[src/rtl/imem_pkg.sv]
// Shared types and defaults for the instruction-memory arbiter.
// Owner tags the single response stage; state_t is the arbiter mode.
package imem_pkg;

  localparam int DEPTH_DEF  = 64;
  localparam int ADDR_W_DEF = 6;

  typedef enum logic {
    OWN_FETCH = 1'b0,
    OWN_LOAD  = 1'b1
  } owner_t;

  typedef enum logic {
    RR     = 1'b0,
    LOCKED = 1'b1
  } state_t;

  typedef struct packed {
    logic   valid;
    owner_t owner;
    logic   err;
  } rsp_t;

endpackage

[src/rtl/imem_arbiter_if.sv]
// Fetch port, loader port and memory port bundled for the arbiter.
// slave is the arbiter side; master is the requesters plus memory.
interface imem_arbiter_if
  import imem_pkg::*;
#(
  parameter int ADDR_W = ADDR_W_DEF
);

  logic              f_req;
  logic [31:0]       f_addr;
  logic              f_gnt;
  logic              f_rvalid;
  logic [31:0]       f_rdata;
  logic              f_err;

  logic              l_req;
  logic              l_we;
  logic              l_lock;
  logic [31:0]       l_addr;
  logic [31:0]       l_wdata;
  logic              l_gnt;
  logic              l_rvalid;
  logic [31:0]       l_rdata;
  logic              l_err;

  logic              m_en;
  logic              m_we;
  logic [ADDR_W-1:0] m_addr;
  logic [31:0]       m_wdata;
  logic [31:0]       m_rdata;

  modport slave (
    input  f_req, f_addr,
    output f_gnt, f_rvalid, f_rdata, f_err,
    input  l_req, l_we, l_lock, l_addr, l_wdata,
    output l_gnt, l_rvalid, l_rdata, l_err,
    output m_en, m_we, m_addr, m_wdata,
    input  m_rdata
  );

  modport master (
    output f_req, f_addr,
    input  f_gnt, f_rvalid, f_rdata, f_err,
    output l_req, l_we, l_lock, l_addr, l_wdata,
    input  l_gnt, l_rvalid, l_rdata, l_err,
    input  m_en, m_we, m_addr, m_wdata,
    output m_rdata
  );

endinterface

[src/rtl/imem_arbiter_rr_arb2.sv]
// Two-way round-robin grant; ptr=1 means req[1] won last time.
// On a tie the port that did not win last is granted.
module rr_arb2 (
  input  logic [1:0] req,
  input  logic       ptr,
  output logic [1:0] gnt
);

  always_comb begin
    gnt    = 2'b00;
    gnt[0] = req[0] & (~req[1] | ptr);
    gnt[1] = req[1] & (~req[0] | ~ptr);
  end

endmodule

[src/rtl/imem_arbiter.sv]
// Arbitrates fetch and loader onto one single-port instruction memory.
// Grant and memory controls are combinational; responses lag one cycle.
module imem_arbiter
  import imem_pkg::*;
#(
  parameter int DEPTH  = DEPTH_DEF,
  parameter int ADDR_W = ADDR_W_DEF
) (
  input logic           CLK,
  input logic           Reset,
  imem_arbiter_if.slave bus
);

  state_t      state;
  owner_t      last;
  rsp_t        rsp;

  logic [1:0]  rr_gnt;
  logic [1:0]  gnt;
  logic        locked;
  logic        acc;
  logic        sel_l;
  logic        we;
  logic        ok;
  logic [31:0] addr;
  logic        f_hit;
  logic        l_hit;

  rr_arb2 u_rr (
    .req ({bus.l_req, bus.f_req}),
    .ptr (last == OWN_LOAD),
    .gnt (rr_gnt)
  );

  // Lock only holds while l_lock stays high; dropping it reverts to RR now.
  always_comb begin
    locked = (state == LOCKED) && bus.l_lock;
    gnt    = 2'b00;
    if (Reset)
      gnt = locked ? {bus.l_req, 1'b0} : rr_gnt;
    acc   = |gnt;
    sel_l = gnt[1];
    addr  = sel_l ? bus.l_addr : bus.f_addr;
    we    = sel_l & bus.l_we;
    ok    = (addr[1:0] == 2'b00) &&
            ({2'b00, addr[31:2]} < 32'(DEPTH));
  end

  assign bus.f_gnt   = gnt[0];
  assign bus.l_gnt   = gnt[1];
  assign bus.m_en    = acc & ok;
  assign bus.m_we    = acc & ok & we;
  assign bus.m_addr  = addr[ADDR_W+1:2];
  assign bus.m_wdata = sel_l ? bus.l_wdata : '0;

  always_ff @(posedge CLK) begin
    if (!Reset) begin
      state <= RR;
      last  <= OWN_LOAD;
      rsp   <= '0;
    end else begin
      rsp.valid <= acc & ~we;
      rsp.owner <= sel_l ? OWN_LOAD : OWN_FETCH;
      rsp.err   <= ~ok;
      if (acc)
        last <= sel_l ? OWN_LOAD : OWN_FETCH;
      unique case (state)
        RR:
          state <= (sel_l && bus.l_lock) ? LOCKED : RR;
        LOCKED:
          state <= bus.l_lock ? LOCKED : RR;
        default:
          state <= RR;
      endcase
    end
  end

  // Masking with Reset kills a response whose cycle overlaps reset.
  assign f_hit = Reset & rsp.valid & (rsp.owner == OWN_FETCH);
  assign l_hit = Reset & rsp.valid & (rsp.owner == OWN_LOAD);

  assign bus.f_rvalid = f_hit;
  assign bus.f_err    = f_hit & rsp.err;
  assign bus.f_rdata  = (f_hit & ~rsp.err) ? bus.m_rdata : '0;

  assign bus.l_rvalid = l_hit;
  assign bus.l_err    = l_hit & rsp.err;
  assign bus.l_rdata  = (l_hit & ~rsp.err) ? bus.m_rdata : '0;

endmodule

[src/flat_wrapper.sv]
// flat-port wrapper written by rule: the top's interface ports become plain ports
module imem_arbiter_flat import imem_pkg::*;
#(
  parameter int DEPTH  = DEPTH_DEF,
  parameter int ADDR_W = ADDR_W_DEF
)
  (CLK, Reset, bus_f_req, bus_f_addr, bus_f_gnt, bus_f_rvalid, bus_f_rdata, bus_f_err, bus_l_req, bus_l_we, bus_l_lock, bus_l_addr, bus_l_wdata, bus_l_gnt, bus_l_rvalid, bus_l_rdata, bus_l_err, bus_m_en, bus_m_we, bus_m_addr, bus_m_wdata, bus_m_rdata);
  imem_arbiter_if #(.ADDR_W(ADDR_W)) bus_i ();
  input logic CLK;
  input logic Reset;
  input wire logic [$bits(bus_i.f_req)-1:0] bus_f_req;
  input wire logic [$bits(bus_i.f_addr)-1:0] bus_f_addr;
  output wire logic [$bits(bus_i.f_gnt)-1:0] bus_f_gnt;
  output wire logic [$bits(bus_i.f_rvalid)-1:0] bus_f_rvalid;
  output wire logic [$bits(bus_i.f_rdata)-1:0] bus_f_rdata;
  output wire logic [$bits(bus_i.f_err)-1:0] bus_f_err;
  input wire logic [$bits(bus_i.l_req)-1:0] bus_l_req;
  input wire logic [$bits(bus_i.l_we)-1:0] bus_l_we;
  input wire logic [$bits(bus_i.l_lock)-1:0] bus_l_lock;
  input wire logic [$bits(bus_i.l_addr)-1:0] bus_l_addr;
  input wire logic [$bits(bus_i.l_wdata)-1:0] bus_l_wdata;
  output wire logic [$bits(bus_i.l_gnt)-1:0] bus_l_gnt;
  output wire logic [$bits(bus_i.l_rvalid)-1:0] bus_l_rvalid;
  output wire logic [$bits(bus_i.l_rdata)-1:0] bus_l_rdata;
  output wire logic [$bits(bus_i.l_err)-1:0] bus_l_err;
  output wire logic [$bits(bus_i.m_en)-1:0] bus_m_en;
  output wire logic [$bits(bus_i.m_we)-1:0] bus_m_we;
  output wire logic [$bits(bus_i.m_addr)-1:0] bus_m_addr;
  output wire logic [$bits(bus_i.m_wdata)-1:0] bus_m_wdata;
  input wire logic [$bits(bus_i.m_rdata)-1:0] bus_m_rdata;
  assign bus_i.f_req = bus_f_req;
  assign bus_i.f_addr = bus_f_addr;
  assign bus_f_gnt = bus_i.f_gnt;
  assign bus_f_rvalid = bus_i.f_rvalid;
  assign bus_f_rdata = bus_i.f_rdata;
  assign bus_f_err = bus_i.f_err;
  assign bus_i.l_req = bus_l_req;
  assign bus_i.l_we = bus_l_we;
  assign bus_i.l_lock = bus_l_lock;
  assign bus_i.l_addr = bus_l_addr;
  assign bus_i.l_wdata = bus_l_wdata;
  assign bus_l_gnt = bus_i.l_gnt;
  assign bus_l_rvalid = bus_i.l_rvalid;
  assign bus_l_rdata = bus_i.l_rdata;
  assign bus_l_err = bus_i.l_err;
  assign bus_m_en = bus_i.m_en;
  assign bus_m_we = bus_i.m_we;
  assign bus_m_addr = bus_i.m_addr;
  assign bus_m_wdata = bus_i.m_wdata;
  assign bus_i.m_rdata = bus_m_rdata;
  imem_arbiter #(.DEPTH(DEPTH), .ADDR_W(ADDR_W)) u_core (.CLK(CLK), .Reset(Reset), .bus(bus_i));
endmodule
[config.mk]
export PLATFORM = sky130hd
export DESIGN_NAME = imem_arbiter_flat
export DESIGN_NICKNAME = d
export VERILOG_FILES = /design/src/rtl/imem_pkg.sv /design/src/rtl/imem_arbiter_if.sv /design/src/rtl/imem_arbiter_rr_arb2.sv /design/src/rtl/imem_arbiter.sv /design/src/flat_wrapper.sv
export SDC_FILE = /design/constraint.sdc
export NUM_CORES = 1
export LEC_CHECK = 0
export ABC_AREA = 1
export BUFFER_PORTS_ARGS = -buffer_cell sky130_fd_sc_hd__buf_2
export CORE_AREA = 2 2 95 97
export DETAILED_ROUTE_END_ITERATION = 10
export DIE_AREA = 0 0 97 99
export MAX_ROUTING_LAYER = met4
export SLEW_MARGIN = 20
export SYNTH_ARGS = -nofsm -noshare
export SYNTH_HDL_FRONTEND = slang
export SYNTH_SLANG_ARGS = --single-unit
[constraint.sdc]
create_clock -name CLK -period 1.6 [get_ports CLK]
set_clock_uncertainty 0.05 [all_clocks]
set_input_delay 0.24 -clock CLK [delete_from_list [all_inputs] [get_ports CLK]]
set_output_delay 0.24 -clock CLK [all_outputs]
set_load 0.05 [all_outputs]
## Word level (Yosys, flattened, before mapping)

Cells that the tools add are included.

| storage, ports and cells | value |
|---|---|
| output and inout port bits | 110 |
| register bits after elaboration | 5 |
| bits of input ports | 134 |

| operators by class | value |
|---|---|
| reduce and logical (&&, ||, !) cells | 5 |
| bitwise gates (word level) | 23 |
| multiplexer cells | 10 |
| $lt $le $gt $ge | 1 |

Operators by type and width:

| cell | count |
|---|---|
| $mux W32 | 4 |
| $lt A30 B7 Y1 const B | 1 |
| $and A1 B1 Y1 | 13 |
| $not A1 Y1 | 8 |
| $mux W2 | 2 |
| $logic_and A1 B1 Y1 | 3 |
| $mux W1 | 3 |
| $logic_not A2 Y1 | 1 |
| $or A1 B1 Y1 | 2 |
| $pmux W1 S2 | 1 |
| $reduce_or A2 Y1 | 1 |

## Depth between registers and ports, before layout

| depth | value |
|---|---|
| depth in word-level cells | 10 |
| gate-level depth with buffers | 9 |
| mapped depth without buffers | 9 |

## Modules after synthesis

A second synthesis with hierarchy kept.

| second synthesis, totals | value |
|---|---|
| cell total of the unflattened synthesis | 298 |
| area, all modules | 1383.8 um^2 |

Modules (own cells, without submodules):

| module | sequential area each (um^2) | area each (um^2) | cells an instance | times used |
|---|---|---|---|---|
| imem_arbiter | 100.1 | 1356.3 | 294 | 1 |
| rr_arb2 | 0.0 | 27.5 | 4 | 1 |

## Least setup slack after synthesis

OpenSTA, ideal clock, no wires.

| timing path | value |
|---|---|
| path type | reg-to-output |
| start | register u_core.rsp[1] (netlist name) |
| end | output port bus_f_err |
| slack | -0.581 ns |
| cell stages (with the launch flop) | 2 |
| data arrival time | 1.891 ns |
| data required time | 1.310 ns |
| cells stage by stage | dfxtp_1 > nor4_1 |

| on the way | value |
|---|---|
| word-level cells in the longest chain between the ends | 3 |

Ends and longest elaborated chain:

| what | RTL line | text |
|---|---|---|
| start: declaration | imem_arbiter.sv:16 | `rsp_t rsp;` |
| $not A1 Y1 | imem_arbiter.sv:79 | `assign f_hit = Reset & rsp.valid & (rsp.owner == OWN_FETCH);` |
| $and A1 B1 Y1 | imem_arbiter.sv:79 |  |
| $and A1 B1 Y1 | imem_arbiter.sv:83 | `assign bus.f_err = f_hit & rsp.err;` |
| end: declaration | flat_wrapper.sv:16 | `output wire logic [$bits(bus_i.f_err)-1:0] bus_f_err;` |

Every way passes these cells.

## Final worst setup path

| timing path | value |
|---|---|
| start | register u_core.rsp[2] (netlist name) |
| end | output port bus_f_rdata[2] |

| on the way | value |
|---|---|
| word-level cells in the longest chain between the ends | 4 |

Ends and longest elaborated chain:

| what | RTL line | text |
|---|---|---|
| $and A1 B1 Y1 (2 in a row) | imem_arbiter.sv:79 |  |
| $and A1 B1 Y1 | imem_arbiter.sv:84 | `assign bus.f_rdata = (f_hit & ~rsp.err) ? bus.m_rdata : '0;` |
| $mux W32 | imem_arbiter.sv:84 |  |
| end: declaration | flat_wrapper.sv:15 | `output wire logic [$bits(bus_i.f_rdata)-1:0] bus_f_rdata;` |

Every way passes these cells.

==> results.sh <==
export IMPL_final_nets=705
export IMPL_synth_edf_count=0
export IMPL_htreeDepth=1
export IMPL_slowest_stage="dfxtp_2"
export IMPL_hold_path_class="in -> reg"
export IMPL_worst_pin_slew_ns=0.273
export IMPL_r2r_slack_ns=0.04
export IMPL_ir_worst_vdd_mv=0.240
export IMPL_fmax_ghz=0.568
export IMPL_timing_critical_path_to_type="primary output"
export IMPL_cp_startpoint="u_core.rsp[2]$_SDFF_PN0_"
export IMPL_clock_sinks=5
export IMPL_initial_core_util_pct=15.5
export IMPL_rows=34
export IMPL_cp_endpoint="bus_f_rdata[2]"
export IMPL_wl_per_cell_um=13.2
export IMPL_cellPowerDensity_nw_per_um2=297
export IMPL_ys_seq_area_share_pct=7.55
export IMPL_p_int_uw=743
export IMPL_max_stage_delay_ns=0.35
export IMPL_ys_flop_type="dfxtp_1"
export IMPL_synth_nets=431
export IMPL_ff2ff_path_depth=12
export IMPL_fill_cells=702
export IMPL_fp_dieArea_um2=9600
export IMPL_cts_tree="built"
export IMPL_firstDrtPassIters=4
export IMPL_setup_ws_ns=-0.160
export IMPL_start_kind="flop"
export IMPL_rsz0062_at_grt="true"
export IMPL_cap_viol_max_count=0
export IMPL_area_growth_synth_to_final_pct=264
export IMPL_violations="negative setup slack"
export IMPL_wirelength_um=8920
export IMPL_p_switching_uw=692
export IMPL_clock_latency_ns=0.22
export IMPL_n_antenna_cell=0
export IMPL_status="finished with violations"
export IMPL_required_ns=1.31
export IMPL_ctsHoldBuffers=0
export IMPL_power_share_sequential_pct=9.8
export IMPL_path_clk_slew_ns=0.04
export IMPL_io_pins=244
export IMPL_synthArstFlopShare_pct=0
export IMPL_cp_max_fo=6
export IMPL_antenna_left=0
export IMPL_antenna_found_initial=0
export IMPL_worstReg2RegStart="u_core.last$_SDFFE_PN1P_"
export IMPL_synth_area_per_cell_um2=4.46
export IMPL_place_gp_congestion=0.898
export IMPL_r2r_end="u_core.rsp[0]$_SDFF_PN0_"
export IMPL_synth_warnings=0
export IMPL_via_count=2732
export IMPL_clk_path_buf_depth=2
export IMPL_synthCells=297
export IMPL_grt_pass1_vias=2752
export IMPL_die_h_um=99
export IMPL_swShare_pct=48.2
export IMPL_fin_crit_sh_pct=110
export IMPL_setup_worst_path_class="reg -> out"
export IMPL_final_layout_size_suffix_gt1_share_pct=73.7
export IMPL_portBuffers=243
export IMPL_finalHoldViolations=0
export IMPL_relSlewSlack_pct=81.9
export IMPL_fin_cells=678
export IMPL_numCtsBuffers=3
export IMPL_via_per_inst=4.03
export IMPL_synth_area_um2=1330
export IMPL_gr_total_overflow=0
export IMPL_grt_pass1_wl_um=12700
export IMPL_fin_crit_ns=1.76
export IMPL_drc=0
export IMPL_gr_usage_all_layers_pct=16.6
export IMPL_coreArea_um2=8550
export IMPL_clockPowerShare_pct=16.1
export IMPL_hpwl_um=6170
export IMPL_crit_arrival_ns=1.47
export IMPL_dp_cells=652
export IMPL_power_frac_comb_pct=74.1
export IMPL_setup_viol=89
export IMPL_p_leak_nw=2.52
export IMPL_ys_seq_elements=5
export IMPL_slew_viol_final=0
export IMPL_yosysUniqueCellTypes=23
export IMPL_die_x_um=97
export IMPL_power_mw=1.44
export IMPL_cts_root_buf="clkbuf_8"
export IMPL_grt_max_degree=22
export IMPL_first_iter_violations=21
export IMPL_path_cells="inv_2 -> nor3_4 -> nand2_4 -> clkbuf_16 -> nor2_4 -> buf_8"
## power by group through the flow
| stage | logic [mW] | registers (mW) | clock network (mW) |
|---|---|---|---|
| global placement | 0.775 | 0.141 | 0 |
| floorplan | 0.509 | 0.140 | 0 |
| CTS | 0.945 | 0.140 | 0.238 |
| detailed placement | 0.786 | 0.141 | 0 |
| global route | 1.13 | 0.142 | 0.247 |
| finish | 1.06 | 0.141 | 0.230 |
## cells by family after synthesis
| kind of cell | count (synthesis) | synth area share (%) |
|---|---|---|
| AOI/OAI and AO/OA | 4 | 2.93 |
| buffers and inverters | 91 | 28.6 |
| DFF | 5 | 7.55 |
| and+or+nand+nor | 197 | 60.9 |
## cell type report
cell class | instances | area [µm²] | area share (%)
clock buffer | 4 | 45.0 | 0.933
inverter | 81 | 310 | 6.43
multi-input combinational | 201 | 1690 | 34.9
sequential | 5 | 108 | 2.23
tap | 108 | 135 | 2.80
timing repair buffer | 279 | 2540 | 52.7
## what timing repair did
item                       CTS  global route
gates cloned                 3             8
pin swaps                    7            13
resized for setup          242            79
setup endpoints to repair  105           107
setup buffers                6             6
## routing by layer
metal,vias up,part of all wire (%),global-route usage [%]
li1,1378,-,-
met1,1179,35,15.8
met2,161,55,32.7
met3,14,7.8,4.11
met4,0,2.0,4.88
met5,-,0,-
## critical path, delay by kind of cell (launching register included)
kind,cells,cell delay (ns)
and+or+nand+nor,3,0.48
DFF,1,0.35
buffers and inverters,3,0.41
## Yosys cell counts (2+ instances only)
master,count,area [µm²]
nor2_1,133,499
inv_1,80,300
nand2_1,40,150
buf_2,6,30.0
dfxtp_1,5,100
nand3_1,5,25.0
nor2_2,5,31.3
buf_6,4,45.0
nand2_2,3,18.8
nand4_1,2,12.5
or2_2,2,12.5
## sequential cells by signal, indices dropped and copies added (netlist names)
name          cells
u_core.last       1
u_core.rsp        3
u_core.state      1
## stage by stage
stage / hold slack (ns) / area (µm²) / setup slack, ns / util, % / setup TNS, ns
floorplan: 0.289 / 1940 / -0.180 / - / -5.79
global placement: 0.447 / 3350 / -0.0956 / 39.1 / -0.241
detailed placement: 0.452 / 3350 / -0.106 / 39.1 / -0.766
CTS: 0.219 / 4290 / -0.143 / 50.1 / -3.44
global route: 0.253 / 4830 / -0.218 / 56.5 / -12.15
finish: 0.236 / 4830 / -0.160 / 56.5 / -6.55
## cells in the final DEF (no fill, tap or decap), drive strengths merged, types with 5 or more instances in the layout
| master | count |
|---|---|
| buf | 273 |
| clkbuf | 10 |
| dfxtp | 5 |
| inv | 80 |
| nand2 | 43 |
| nand3 | 6 |
| nor2 | 138 |
## how the worst min path moves through the flow
stage | start | to | slack, ns | depth (start not counted)
3_3_place_gp | bus_l_lock | u_core.state$_SDFF_PN0_ | 0.45 | 2
3_5_place_dp | bus_l_lock | u_core.state$_SDFF_PN0_ | 0.45 | 2
2_1_floorplan | Reset | u_core.last$_SDFFE_PN1P_ | 0.29 | 1
6_report | bus_l_lock | u_core.state$_SDFF_PN0_ | 0.24 | 2
5_1_grt | bus_l_lock | u_core.state$_SDFF_PN0_ | 0.25 | 2
4_1_cts | bus_l_lock | u_core.state$_SDFF_PN0_ | 0.22 | 2
Power figures use the tool's default switching activity.
